$ cat config.mk
export PLATFORM = sky130hd
export DESIGN_NAME = aes_decrypt_control
export DESIGN_NICKNAME = d
export VERILOG_FILES = /design/src/rtl/aes_decrypt_control.sv
export SDC_FILE = /design/constraint.sdc
export NUM_CORES = 1
export LEC_CHECK = 0
export CAP_MARGIN = 20
export CORE_AREA = 8 8 45 47
export CTS_CLUSTER_DIAMETER = 60
export CTS_CLUSTER_SIZE = 25
export DETAILED_ROUTE_END_ITERATION = 12
export DIE_AREA = 0 0 53 55
export GPL_ROUTABILITY_DRIVEN = 0
export GPL_TIMING_DRIVEN = 0
export PLACE_DENSITY_LB_ADDON = 0.3
export SKIP_CTS_REPAIR_TIMING = 1
export SLEW_MARGIN = 10
export SYNTH_ARGS = -nofsm -noshare
export SYNTH_HDL_FRONTEND = slang
export SYNTH_SLANG_ARGS = --single-unit
$ cat constraint.sdc
create_clock -name clock -period 2.7 [get_ports clock]
set_input_delay 0.405 -clock clock [delete_from_list [all_inputs] [get_ports clock]]
set_output_delay 0.405 -clock clock [all_outputs]
set_load 0.005 [all_outputs]
$ cat src/rtl/aes_decrypt_control.sv
// Sequencing FSM for the AES inverse cipher: steps the decrypt datapath through
// InvShiftRows/InvSubBytes/AddRoundKey/InvMixColumns and counts the round-key index down.
module aes_decrypt_control #(
    parameter int unsigned NR = 10,
    parameter int unsigned CW = 4
) (
    input  logic          clock,
    input  logic          reset,
    input  logic          decrypt,
    input  logic          key_ready,
    output logic          init,
    output logic          is_first_ark,
    output logic          en_round_out,
    output logic          en_reg_row_out,
    output logic          en_reg_sub_out,
    output logic          en_reg_col_out,
    output logic          en_Dout,
    output logic [CW-1:0] round_idx,
    output logic          busy,
    output logic          done
);

    typedef enum logic [2:0] {
        IDLE = 3'd0,
        ARK0 = 3'd1,
        ISR  = 3'd2,
        ISB  = 3'd3,
        ARK  = 3'd4,
        IMC  = 3'd5,
        OUT  = 3'd6,
        DONE = 3'd7
    } state_t;

    state_t        state_q, state_d;
    logic [CW-1:0] idx_d;
    logic          start;

    assign start = decrypt && key_ready;

    // State and round-key index registers
    always_ff @(posedge clock or posedge reset) begin
        if (reset) begin
            state_q   <= IDLE;
            round_idx <= CW'(NR);
        end else begin
            state_q   <= state_d;
            round_idx <= idx_d;
        end
    end

    // Next-state and strobe decode; round_idx holds at 0 after the final ARK
    always_comb begin
        state_d        = state_q;
        idx_d          = round_idx;
        init           = 1'b0;
        is_first_ark   = 1'b0;
        en_round_out   = 1'b0;
        en_reg_row_out = 1'b0;
        en_reg_sub_out = 1'b0;
        en_reg_col_out = 1'b0;
        en_Dout        = 1'b0;
        busy           = 1'b0;
        done           = 1'b0;
        case (state_q)
            IDLE: begin
                if (start) begin
                    init    = 1'b1;
                    idx_d   = CW'(NR);
                    state_d = ARK0;
                end
            end
            ARK0: begin
                busy         = 1'b1;
                is_first_ark = 1'b1;
                en_round_out = 1'b1;
                idx_d        = round_idx - CW'(1);
                state_d      = ISR;
            end
            ISR: begin
                busy           = 1'b1;
                en_reg_row_out = 1'b1;
                state_d        = ISB;
            end
            ISB: begin
                busy           = 1'b1;
                en_reg_sub_out = 1'b1;
                state_d        = ARK;
            end
            ARK: begin
                busy         = 1'b1;
                en_round_out = 1'b1;
                if (round_idx != '0) begin
                    idx_d   = round_idx - CW'(1);
                    state_d = IMC;
                end else begin
                    state_d = OUT;
                end
            end
            IMC: begin
                busy           = 1'b1;
                en_reg_col_out = 1'b1;
                state_d        = ISR;
            end
            OUT: begin
                busy    = 1'b1;
                en_Dout = 1'b1;
                state_d = DONE;
            end
            DONE: begin
                done = 1'b1;
                if (start) begin
                    init    = 1'b1;
                    idx_d   = CW'(NR);
                    state_d = ARK0;
                end
            end
            default: state_d = IDLE;
        endcase
    end

endmodule

Yosys cells after proc, flatten, opt, wreduce, memory -nomap -nowiden:

Cells that the tools add are included.

* output and inout bits: 13
* register bits after elaboration: 7
* input bits: 4
* logic and storage cells: 37

* reductions and logical operators: 9
* equal/unequal tests: 9
* mux-type cells: 16
* add/subtract/negate cells: 1

Operator list (number)
* $pmux W3 S6: 1
* $eq A3 B3 Y1 const B: 4
* $pmux W4 S3: 1
* $mux W1: 10
* $mux W4: 2
* $eq A3 B2 Y1 const B: 2
* $reduce_or A2 Y1: 3
* $reduce_or A6 Y1: 1
* $reduce_bool A4 Y1: 1
* $sub A4 B1 Y4 const B: 1
* $eq A3 B1 Y1 const B: 1
* $logic_not A3 Y1: 1
* $mux W3: 1
* $reduce_and A3 Y1: 1
* $reduce_bool A3 Y1: 1
* $mux W2: 1
* $ne A2 B1 Y1 const B: 1
* $ne A2 B2 Y1 const B: 1
* $logic_and A1 B1 Y1: 1

Depth between registers and ports, before layout:

* word-level depth: 4
* gate-level depth with buffers: 6
* depth with buffers taken out: 6

Least setup slack after synthesis:

No wires, ideal clock.

* kind: reg-to-reg
* start: reg state_q[1]
* end: reg round_idx[2]
* arrival time: 1.468 ns
* data required time: 2.576 ns
* stages on the path, launching flop included: 7
* clock period less this slack: 1.592 ns
* library setup time: 0.124 ns
* slack: 1.108 ns
* buffers on the path: 2
* path through: dfrtp_1 > buf_6 > and3_4 > or2_1 > buf_6 > a21o_1 > a211o_1

* cells in the longest elaborated chain, start to end: 4
* elaborated cells on any way between the ends: 10
* those cells by class: eq/ne: 5; mux: 1; reduce/logical: 4

RTL lines
* from (decl): RTL line 34 `state_t state_q, state_d;`
* from (signal assigned): RTL line 46 `state_q <= state_d;`
* $eq A3 B3 Y1 or $logic_not A3 Y1 (tied branches): RTL line 64 `case (state_q)`
* $reduce_or A2 Y1 (no source line)
* $ne A2 B1 Y1 (no source line) or $reduce_bool A3 Y1 (tied branches)
* $reduce_and A3 Y1 (no source line)
* to (signal assigned): RTL line 44 `round_idx <= CW'(NR);`
* to (signal assigned): RTL line 47 `round_idx <= idx_d;`
* to (decl): RTL line 18 `output logic [CW-1:0] round_idx,`

Parallel ways exist; a longest one is shown, timed or not.
A chain may end at the register's enable or synchronous reset.

Worst setup path in the final report:

* start: reg state_q[1]
* end: out busy

* cells in the longest elaborated chain, start to end: 3
* elaborated cells on any way between the ends: 8
* those cells by class: eq/ne: 6; mux: 1; reduce/logical: 1

RTL lines
* $eq A3 B3 Y1 (tied with other cells): RTL line 64
* $reduce_or A6 Y1 (no source line) *
* $mux W1 *: RTL line 64
* to (decl): RTL line 19 `output logic busy,`

Mark *: on every way between the ends. The rest lies on a longest branch, timed or not.

==> summary.md <==
| Metric | Value |
|---|---|
| CP Data Arrival Time | `1.86 ns` |
| GRT Residual Overflow | `0` |
| Die ar. | `0.00292 sq mm` |
| CP bufs+invs | `4` |
| Max VDD drop | `0.000474 V` |
| Final hold vios | `0` |
| Top FF cell, synth | `dfrtp_1` |
| Register Area | `178 sq um` |
| Seq cells post-synth | `7` |
| Unrepaired setup endpoints after global routing | `false` |
| Multi-input gate area | `248 sq um` |
| Commonest non-fill, non-tap cell in the layout | `clkdlybuf4s50_1` |
| # clock sinks | `7` |
| Synth Instances | `57` |
| WL per Instance | `12.1 um` |
| Port Buffers | `16` |
| P_int | `0.539 mW` |
| Antenna violations before repair | `0` |
| Router iterations before antenna repair | `4` |
| Count of final max-slew check failures | `0` |
| CP delay by family, top | `buffers and inverters` |
| Period minus WS final | `2.27 ns` |
| Syn avg cell area | `8.43 sq um` |
| Setup crit end kind | `output pin` |
| Sw Share | `38.4%` |
| Die Y | `55 um` |
| # IOs | `17` |
| CTS buffer count | `3` |
| Ys async rst share | `100%` |
| Outcome | `finished, final reports clean` |
| Residual DRC | `0` |
| Required @ worst endpoint | `2.30 ns` |
| Clock Power Share | `10.9%` |
| Post-DP HPWL | `872 um` |
| Drt initial violations | `9` |
| Part of the power in registers | `23.4%` |
| Critical-path top delay cell | `clkdlybuf4s50_1` |
| FF-to-FF setup slack | `0.97 ns` |
| Clock Latency Late Sink | `0.25 ns` |
| Final setup fails | `0` |
| Worst Path Max Fanout | `10` |
| Crit Path Category | `register to output pin` |
| Worst stage delay on the critical path | `0.50 ns` |
| Layout fillers | `131` |
| Worst r2r src | `round_idx[1]` |
| Largest net degree at the start of global routing | `11` |
| Setup TNS | `0 ns` |
| Sequential element share of the synthesized area | `37.0%` |
| Worst min-delay path class | `input pin to async pin` |
| Pwr dens | `1270 mW/mm^2` |
| Detail-routed via count per cell | `4.80` |
| Overall Power | `0.875 mW` |
| GR Util All Layers | `8.79%` |
| Core ar. | `0.00138 sq mm` |
| Period utilization | `84.0%` |
| Mapped Nets | `63` |
| CTS root buffer | `clkbuf_4` |
| Number of synthesized flops with an enable pin | `0` |
| Nets | `84` |
| Synthesis Warnings | `0` |
| Reg clk slew, reported paths | `0.05 ns` |
| Worst-margin pin slew | `0.333 ns` |
| Reg2Reg Depth | `6` |
| Most frequent cells in the layout | `clkdlybuf4s50_1, nor2_1, a21oi_1, inv_1, dfrtp_1` |
| WL final | `1130 um` |
| Unique cell type count in the Yosys netlist | `23` |
| MaxCap Viol Count | `0` |
| Vias in the first global route | `459` |
| First-pass GRT wire length | `1890 um` |
| Diodes inserted | `0` |
| CTS Buffer Depth | `2` |
| Final ANT Viol Nets | `0` |
| Synthesized area | `480 sq um` |
| Vias | `446` |
| FMAX | `441 MHz` |
| Layout area overhead | `43.0%` |
| Crit-path cells | `buf_6, and3_4, or2_1, buf_6, inv_1, clkdlybuf4s50_1` |
| Most frequent CP cell | `buf_6` |
| Die Width | `53 um` |
| Worst r2r dst | `round_idx[2]` |
| LEAKAGE | `0.301 nW` |
| Worst Skew | `0.00174 ns` |
| CTS tree | `built` |
| H-Tree Depth | `1` |
| Switch Pwr | `0.336 mW` |
| Slew HR | `77.8%` |
| Startpoint Class | `register` |
| Share of layout cells above drive strength 1 | `14.3%` |
| Initial Util | `34.7%` |
| Comb pwr share | `65.7%` |
| # rows | `14` |
[through the flow]
stage | instances | util, % | hold WS [ns] | cell area (sq um) | setup WS, ns
floorplan | 57 | - | 0.207 | 480 | 1.11
global route | 93 | 49.6 | 0.424 | 687 | 0.323
global placement | 89 | 47.7 | 0.497 | 661 | 0.653
finish | 93 | 49.6 | 0.382 | 687 | 0.433
detailed placement | 89 | 47.7 | 0.503 | 661 | 0.649
CTS | 93 | 49.6 | 0.381 | 687 | 0.414
[cell type report]
cell class              count  area share, %
multi-input cells          40           36.1
repair buffers             16           23.3
flip-flops and latches      7           25.9
plain buffers               4           4.74
well taps                  16           2.91
clock buffers               4           3.83
inverters                   6           3.28
[synth_stat cells (2+ instances only)]
| library cell | instances | share of area (%) |
|---|---|---|
| nand2b_1 | 3 | 3.9 |
| ha_1 | 2 | 5.2 |
| dfrtp_1 | 5 | 26 |
| buf_2 | 2 | 2.1 |
| nor3_1 | 4 | 4.2 |
| inv_1 | 6 | 4.7 |
| nand3_1 | 2 | 2.1 |
| dfstp_2 | 2 | 11 |
| nor2_1 | 7 | 5.5 |
| a21oi_1 | 6 | 6.3 |
| nand2_1 | 4 | 3.1 |
| buf_6 | 2 | 4.7 |
| a22oi_1 | 2 | 3.1 |
[power groups by stage]
stage,Combinational (mW),Sequential (mW),Clock (mW)
after global placement,0.570,0.206,0
after CTS,0.583,0.205,0.0999
final,0.575,0.205,0.0954
after floorplan,0.350,0.203,0
after detailed placement,0.583,0.207,0
after global routing,0.635,0.212,0.106
[worst max path at each step]
stage               cells past startpoint  slack [ns]      endpoint        from
CTS                                     6        0.41          busy  state_q[1]
finish                                  6        0.43          busy  state_q[1]
floorplan                               6        1.11  round_idx[2]  state_q[1]
global route                            7        0.32          init  state_q[2]
detailed placement                      4        0.65          init   key_ready
global placement                        4        0.65          init     decrypt
[metal layers]
| metal | routed length [um] | up-vias | global-route usage, % |
|---|---|---|---|
| li1 | - | 238 | - |
| met1 | 526 | 202 | 9.57 |
| met2 | 549 | 4 | 14.5 |
| met3 | 38 | 2 | 1.60 |
| met4 | 13 | 0 | 7.76 |
| met5 | 0 | - | 0 |
[flip-flops by register name, summed over array words and instances (netlist names)]
register,cells
round_idx,4
state_q,3
[cell families after synthesis]
group | Yosys count | share of synthesized area [%]
flip-flops | 7 | 37.0
AO/OA/AOI/OAI | 11 | 14.6
buffers and inverters | 10 | 11.5
adder cells (fa/ha/maj) | 2 | 5.21
AND/OR/NAND/NOR | 26 | 29.4
multiplexers | 1 | 2.34
Power figures use the tool's default switching activity.
